[src/rtl/mul_sweep_pkg.sv]
// Shared types and width helpers for the multiplier error sweep.
// FSM state enum plus product/count/sum width functions.
package mul_sweep_pkg;

  typedef enum logic [1:0] {
    IDLE,
    RUN,
    DRAIN,
    DONE
  } state_t;

  function automatic int pw(input int w);
    return 2 * w;
  endfunction

  function automatic int cw(input int w);
    return 2 * w + 1;
  endfunction

  function automatic int sw(input int w);
    return 4 * w;
  endfunction

endpackage

[src/rtl/mul_err_sweep_if.sv]
// Bus between the sweep stage and the multiplier under test.
// master: drives operands/enable; slave: returns product/overflow.
interface mul_err_sweep_if #(
  parameter int WIDTH = 6
);
  logic [WIDTH-1:0]   mul_in1;
  logic [WIDTH-1:0]   mul_in2;
  logic               mul_en;
  logic [2*WIDTH-1:0] mul_out;
  logic               mul_ovf;

  modport master (
    output mul_in1, mul_in2, mul_en,
    input  mul_out, mul_ovf
  );

  modport slave (
    input  mul_in1, mul_in2, mul_en,
    output mul_out, mul_ovf
  );
endinterface

[src/rtl/mul_exp_pipe.sv]
// LAT-deep delay line of {valid, exact product, in1, in2}.
// Ports: clk, rst_n, en, in_* (from operands), out_* (to compare).
module mul_exp_pipe #(
  parameter int W   = 6,
  parameter int LAT = 0
) (
  input  logic         clk,
  input  logic         rst_n,
  input  logic         en,
  input  logic         in_v,
  input  logic [2*W-1:0] in_p,
  input  logic [W-1:0] in_a,
  input  logic [W-1:0] in_b,
  output logic         out_v,
  output logic [2*W-1:0] out_p,
  output logic [W-1:0] out_a,
  output logic [W-1:0] out_b
);
  localparam int EW = 1 + 4 * W;

  generate
    if (LAT == 0) begin : g_thru
      logic unused_ok;
      assign unused_ok = &{1'b0, clk, rst_n, en};
      assign out_v = in_v;
      assign out_p = in_p;
      assign out_a = in_a;
      assign out_b = in_b;
    end else begin : g_sr
      logic [EW-1:0] sr [LAT];
      always_ff @(posedge clk) begin
        if (!rst_n) begin
          for (int i = 0; i < LAT; i++)
            sr[i] <= '0;
        end else if (en) begin
          sr[0] <= {in_v, in_p, in_a, in_b};
          for (int i = 1; i < LAT; i++)
            sr[i] <= sr[i-1];
        end
      end
      assign {out_v, out_p, out_a, out_b} = sr[LAT-1];
    end
  endgenerate
endmodule

[src/rtl/mul_err_sweep.sv]
// Exhaustive operand sweep and error statistics for a multiplier.
// Ports: clk, rst_n, start, stall, mul bus, busy/done, statistics.
module mul_err_sweep
  import mul_sweep_pkg::*;
#(
  parameter int WIDTH = 6,
  parameter int LAT   = 0
) (
  input  logic                   clk,
  input  logic                   rst_n,
  input  logic                   start,
  input  logic                   stall,
  mul_err_sweep_if.master        mul,
  output logic                   busy,
  output logic                   done,
  output logic [cw(WIDTH)-1:0]   err_cnt,
  output logic [sw(WIDTH)-1:0]   sed,
  output logic [pw(WIDTH)-1:0]   max_ed,
  output logic [cw(WIDTH)-1:0]   ovf_cnt,
  output logic [WIDTH-1:0]       first_err_in1,
  output logic [WIDTH-1:0]       first_err_in2
);
  localparam int PW = pw(WIDTH);
  localparam int CW = cw(WIDTH);
  localparam int SW = sw(WIDTH);

  state_t state, state_n;
  logic [PW-1:0] k;
  logic [2:0]    dcnt;
  logic          en, last, go, seen;
  logic [PW-1:0] exact, pp, ed;
  logic [WIDTH-1:0] pa, pb;
  logic          pv, cmp, mis;

  assign busy  = (state == RUN) || (state == DRAIN);
  assign done  = (state == DONE);
  assign en    = busy & ~stall;
  assign last  = &k;
  assign go    = start & ((state == IDLE) || (state == DONE));

  assign mul.mul_en  = en;
  assign mul.mul_in1 = k[PW-1:WIDTH];
  assign mul.mul_in2 = k[WIDTH-1:0];

  assign exact = {{WIDTH{1'b0}}, mul.mul_in1}
               * {{WIDTH{1'b0}}, mul.mul_in2};

  mul_exp_pipe #(.W(WIDTH), .LAT(LAT)) u_pipe (
    .clk   (clk),
    .rst_n (rst_n),
    .en    (en),
    .in_v  (state == RUN),
    .in_p  (exact),
    .in_a  (mul.mul_in1),
    .in_b  (mul.mul_in2),
    .out_v (pv),
    .out_p (pp),
    .out_a (pa),
    .out_b (pb)
  );

  // gate with en so a stalled cycle is never counted twice
  assign cmp = pv & en;
  assign mis = (mul.mul_out != pp);
  assign ed  = (mul.mul_out >= pp) ? mul.mul_out - pp
                                   : pp - mul.mul_out;

  always_ff @(posedge clk) begin
    if (!rst_n) state <= IDLE;
    else        state <= state_n;
  end

  always_comb begin
    state_n = state;
    unique case (state)
      IDLE:  if (start) state_n = RUN;
      RUN:   if (!stall && last)
               state_n = (LAT == 0) ? DONE : DRAIN;
      DRAIN: if (!stall && dcnt == 3'd1) state_n = DONE;
      DONE:  if (start) state_n = RUN;
      default: state_n = IDLE;
    endcase
  end

  always_ff @(posedge clk) begin
    if (!rst_n) begin
      k    <= '0;
      dcnt <= '0;
    end else begin
      if (go)
        k <= '0;
      else if (state == RUN && !stall && !last)
        k <= k + PW'(1);
      if (state == RUN && !stall && last)
        dcnt <= 3'(LAT);
      else if (state == DRAIN && !stall)
        dcnt <= dcnt - 3'd1;
    end
  end

  always_ff @(posedge clk) begin
    if (!rst_n || go) begin
      err_cnt       <= '0;
      sed           <= '0;
      max_ed        <= '0;
      ovf_cnt       <= '0;
      first_err_in1 <= '0;
      first_err_in2 <= '0;
      seen          <= 1'b0;
    end else if (cmp) begin
      if (mis) begin
        err_cnt <= err_cnt + CW'(1);
        if (!seen) begin
          seen          <= 1'b1;
          first_err_in1 <= pa;
          first_err_in2 <= pb;
        end
      end
      sed <= sed + SW'(ed);
      if (ed > max_ed) max_ed <= ed;
      if (mul.mul_ovf) ovf_cnt <= ovf_cnt + CW'(1);
    end
  end
endmodule

[src/flat_wrapper.sv]
// flat-port wrapper written by rule: the top's interface ports become plain ports
module mul_err_sweep_flat import mul_sweep_pkg::*;
#(
  parameter int WIDTH = 6,
  parameter int LAT   = 0
)
  (clk, rst_n, start, stall, busy, done, err_cnt, sed, max_ed, ovf_cnt, first_err_in1, first_err_in2, mul_mul_in1, mul_mul_in2, mul_mul_en, mul_mul_out, mul_mul_ovf);
  mul_err_sweep_if #(.WIDTH(WIDTH)) mul_i ();
  input  logic clk;
  input  logic rst_n;
  input  logic start;
  input  logic stall;
  output logic busy;
  output logic done;
  output logic [cw(WIDTH)-1:0] err_cnt;
  output logic [sw(WIDTH)-1:0] sed;
  output logic [pw(WIDTH)-1:0] max_ed;
  output logic [cw(WIDTH)-1:0] ovf_cnt;
  output logic [WIDTH-1:0] first_err_in1;
  output logic [WIDTH-1:0] first_err_in2;
  output wire logic [$bits(mul_i.mul_in1)-1:0] mul_mul_in1;
  output wire logic [$bits(mul_i.mul_in2)-1:0] mul_mul_in2;
  output wire logic [$bits(mul_i.mul_en)-1:0] mul_mul_en;
  input wire logic [$bits(mul_i.mul_out)-1:0] mul_mul_out;
  input wire logic [$bits(mul_i.mul_ovf)-1:0] mul_mul_ovf;
  assign mul_mul_in1 = mul_i.mul_in1;
  assign mul_mul_in2 = mul_i.mul_in2;
  assign mul_mul_en = mul_i.mul_en;
  assign mul_i.mul_out = mul_mul_out;
  assign mul_i.mul_ovf = mul_mul_ovf;
  mul_err_sweep #(.WIDTH(WIDTH), .LAT(LAT)) u_core (.clk(clk), .rst_n(rst_n), .start(start), .stall(stall), .mul(mul_i), .busy(busy), .done(done), .err_cnt(err_cnt), .sed(sed), .max_ed(max_ed), .ovf_cnt(ovf_cnt), .first_err_in1(first_err_in1), .first_err_in2(first_err_in2));
endmodule
[config.mk]
export PLATFORM = sky130hd
export DESIGN_NAME = mul_err_sweep_flat
export DESIGN_NICKNAME = d
export VERILOG_FILES = /design/src/rtl/mul_sweep_pkg.sv /design/src/rtl/mul_err_sweep_if.sv /design/src/rtl/mul_exp_pipe.sv /design/src/rtl/mul_err_sweep.sv /design/src/flat_wrapper.sv
export SDC_FILE = /design/constraint.sdc
export NUM_CORES = 1
export LEC_CHECK = 0
export CORE_MARGIN = 5
export CORE_UTILIZATION = 28
export CTS_CLUSTER_SIZE = 30
export DETAILED_ROUTE_END_ITERATION = 8
export PLACE_DENSITY = 0.51
export SETUP_SLACK_MARGIN = 0.15
export SYNTH_ARGS = -nofsm -noshare
export SYNTH_HDL_FRONTEND = slang
export SYNTH_SLANG_ARGS = --single-unit
[constraint.sdc]
create_clock -name clk -period 13.69 [get_ports clk]
set_input_delay 2.0535 -clock clk [delete_from_list [all_inputs] [get_ports clk]]
set_output_delay 2.0535 -clock clk [all_outputs]
set_load 0.02 [all_outputs]
==> flow_summary.toml <==
[outcome]
status = "finished clean"

[floorplanning]
start_util_pct = 28.2
chipHeight_um = 166
core_um2 = 24100
num_rows = 57
num_io_pins = 106
die_x_um = 166
die_area_um2 = 27500

[yosys]
synth_nets = 934
dominantRegCellSynth = "dfxtp_1"
yosysTopAreaCell = "dfxtp_1"
avgSynthCellArea_um2 = 8.26
ys_types = 64
synth_edf_count = 0
synth_top_area_share_pct = 27.1
netlist_instances = 822
synth_most_common_cell = "dfxtp_1"
yosys-top-cells-count = "92 x dfxtp_1, 78 x inv_1, 75 x ha_1"
synthArstFlopShare_pct = 0
ys_seq_area_share_pct = 27.1
syn_area_um2 = 6790
ys_warn_count = 0
synthTopCellsByArea = "dfxtp_1 27%, ha_1 14%, fa_1 5.9%"
synth_seq_cells = 92

[clock_tree]
hold_buffers = 0
post_cts_buffers = 0
clk_pin_slew_worst_paths_ps = 70
clock_latency_ps = 350
cts_tree = "yes"
cts_buffers = 9
cts_buffer_depth = 2
cts_resized = 0
h-tree-depth = 3
clock-sinks = 92
cts_root_buffer = "clkbuf_16"

[power_and_ir_drop]
vdd_drop_max_mv = 0.0703
finalPower_mw = 0.798
power.leakage_nw = 3.43
powerDensity_nw_per_um2 = 95.1

[cells_and_area]
area.growth.synth_to_final_pct = 23.7
n_antenna_cell = 0
drive_gt1_share_pct = 3.74
final_nets = 1018
finalInstanceArea_um2 = 8400
fin_cells = 1234

[drt]
post_drt_via_cell_ratio = 4.69
wire_per_inst_um = 14.4
num_vias = 5783
ant_nets = 0
drc = 0
firstDrtPassIters = 5
routed_wl_um = 17700
drt_iter0_markers = 274

[worst_setup_path]
cp_max_fo = 21
critical_path_arrival_ps = 8250
cp-end-kind = "register"
required_ps = 13970
cp-start-kind = "register"
path_class = "reg2reg"

[timing]
drv_slew = 0
skew_ps = 10.1
setup_viol = 0
hold_ws_ps = 480
fmax_mhz = 126
min_period_ps = 7970
hold_violations = 0
fin_setup_tns_ps = 0
min_period_over_period_pct = 58.2
rsz0062_at_grt = "no"
worstMarginPinSlew_ps = 1110
slew_headroom_pct = 25.5

[grt]
grt_pass1_vias = 5585
grt_pass1_wl_um = 29600
grt_max_degree = 52
antenna_found_initial = 0
track_usage_pct = 12.9
grt_overflow = 0

[place]
post-place-cells = 1219
hpwlAfterDp_um = 13800
place_area_um2 = 8110
io_buffers = 105
routabilityCongestion = 0.812

[job]
drv_cap = 0

[min_path]
hold_class = "reg2reg"
-- cell type report --
class,instances,area (um^2)
fill,2539,15700
timing repair buffer,108,1070
clock inverter,6,65.1
sequential,92,1840
clock buffer,9,225
inverter,78,293
tap,324,405
multi-input combinational,617,4490
-- critical path, cell delays in order (launching register included) --
cell	delay, ps
dfxtp_1	510
nand2_1	190
fa_1	550
fa_1	520
fa_1	540
inv_1	40
ha_1	330
a21oi_1	160
o21bai_1	100
a21o_1	190
a21o_1	190
a31oi_1	190
xor2_1	90
ha_1	390
nand4_1	220
o31a_2	360
nand2_2	310
or2b_1	280
o22a_1	220
xor2_1	170
ha_1	310
nand3_1	100
or3_1	400
a21oi_1	140
nor3_1	110
nor2_1	870
o21ai_0	210
a211oi_2	180
-- state kept, by name (all words and copies together), names as in the netlist --
register	cells
u_core.sed	24
u_core.err_cnt	13
u_core.ovf_cnt	13
u_core.k	12
u_core.max_ed	12
u_core.first_err_in1	6
u_core.first_err_in2	6
u_core.dcnt	3
u_core.state	2
u_core.seen	1
-- final timing paths --
| kind | start | to | slack, ps | cells after the start |
|---|---|---|---|---|
| worst max-delay path | u_core.k[5] | u_core.max_ed[10] | 5720 | 27 |
| worst min-delay path | u_core.sed[4] | u_core.sed[4] | 480 | 2 |
| worst max register to register | u_core.k[5] | u_core.max_ed[10] | 5720 | 27 |
| worst min register to register | u_core.sed[4] | u_core.sed[4] | 480 | 2 |
-- kinds of logic after synthesis --
family / after synthesis / share of synthesized area (%)
compound gates: 172 / 16.0
xor+xnor: 54 / 6.97
fa+ha+maj: 95 / 19.7
buf+inv: 113 / 6.73
flops: 92 / 27.1
mux: 23 / 3.54
simple gates: 273 / 19.9
-- through the flow --
stage | util [%] | setup WS (ps)
floorplan | - | 6780
global placement | 33.6 | 5860
detailed placement | 33.6 | 5730
CTS | 34.8 | 5690
global route | 34.8 | 5010
finish | 34.8 | 5720
-- placed cells by master, fill, tap and decap left out, drive strengths merged, types with 6 or more instances in the layout --
cell type / Yosys / routed
clkdlybuf4s50: 0 / 105
dfxtp: 92 / 92
inv: 78 / 79
ha: 75 / 75
nor2: 71 / 71
nand2: 68 / 68
a21oi: 62 / 62
o21ai: 41 / 41
xor2: 37 / 37
and2: 33 / 33
nand3: 24 / 24
mux2i: 21 / 21
fa: 20 / 20
nand4: 17 / 17
xnor2: 17 / 17
a21o: 16 / 16
or3: 15 / 15
nor2b: 10 / 10
clkbuf: 18 / 9
o21a: 8 / 8
a211oi: 8 / 8
nand2b: 6 / 6
or4: 6 / 6
-- metal layers --
metal,share of wire [%],track usage [%],vias up,wire [um]
met5,0,0,-,0
met4,1.4,3.23,0,257
met3,5.1,3.57,20,907
met2,45,20.8,113,7920
met1,49,17.1,2673,8650
li1,-,-,2977,-
-- report_power, final --
part | total [mW] | leakage, nW | switching, mW | internal [mW]
clock network | 0.255 | 0.142 | 0.114 | 0.141
registers | 0.299 | 0.743 | 0.0156 | 0.283
logic | 0.245 | 2.54 | 0.149 | 0.0959
total | 0.798 | 3.43 | 0.278 | 0.520
Note: power is estimated with default switching activity, not from simulation.
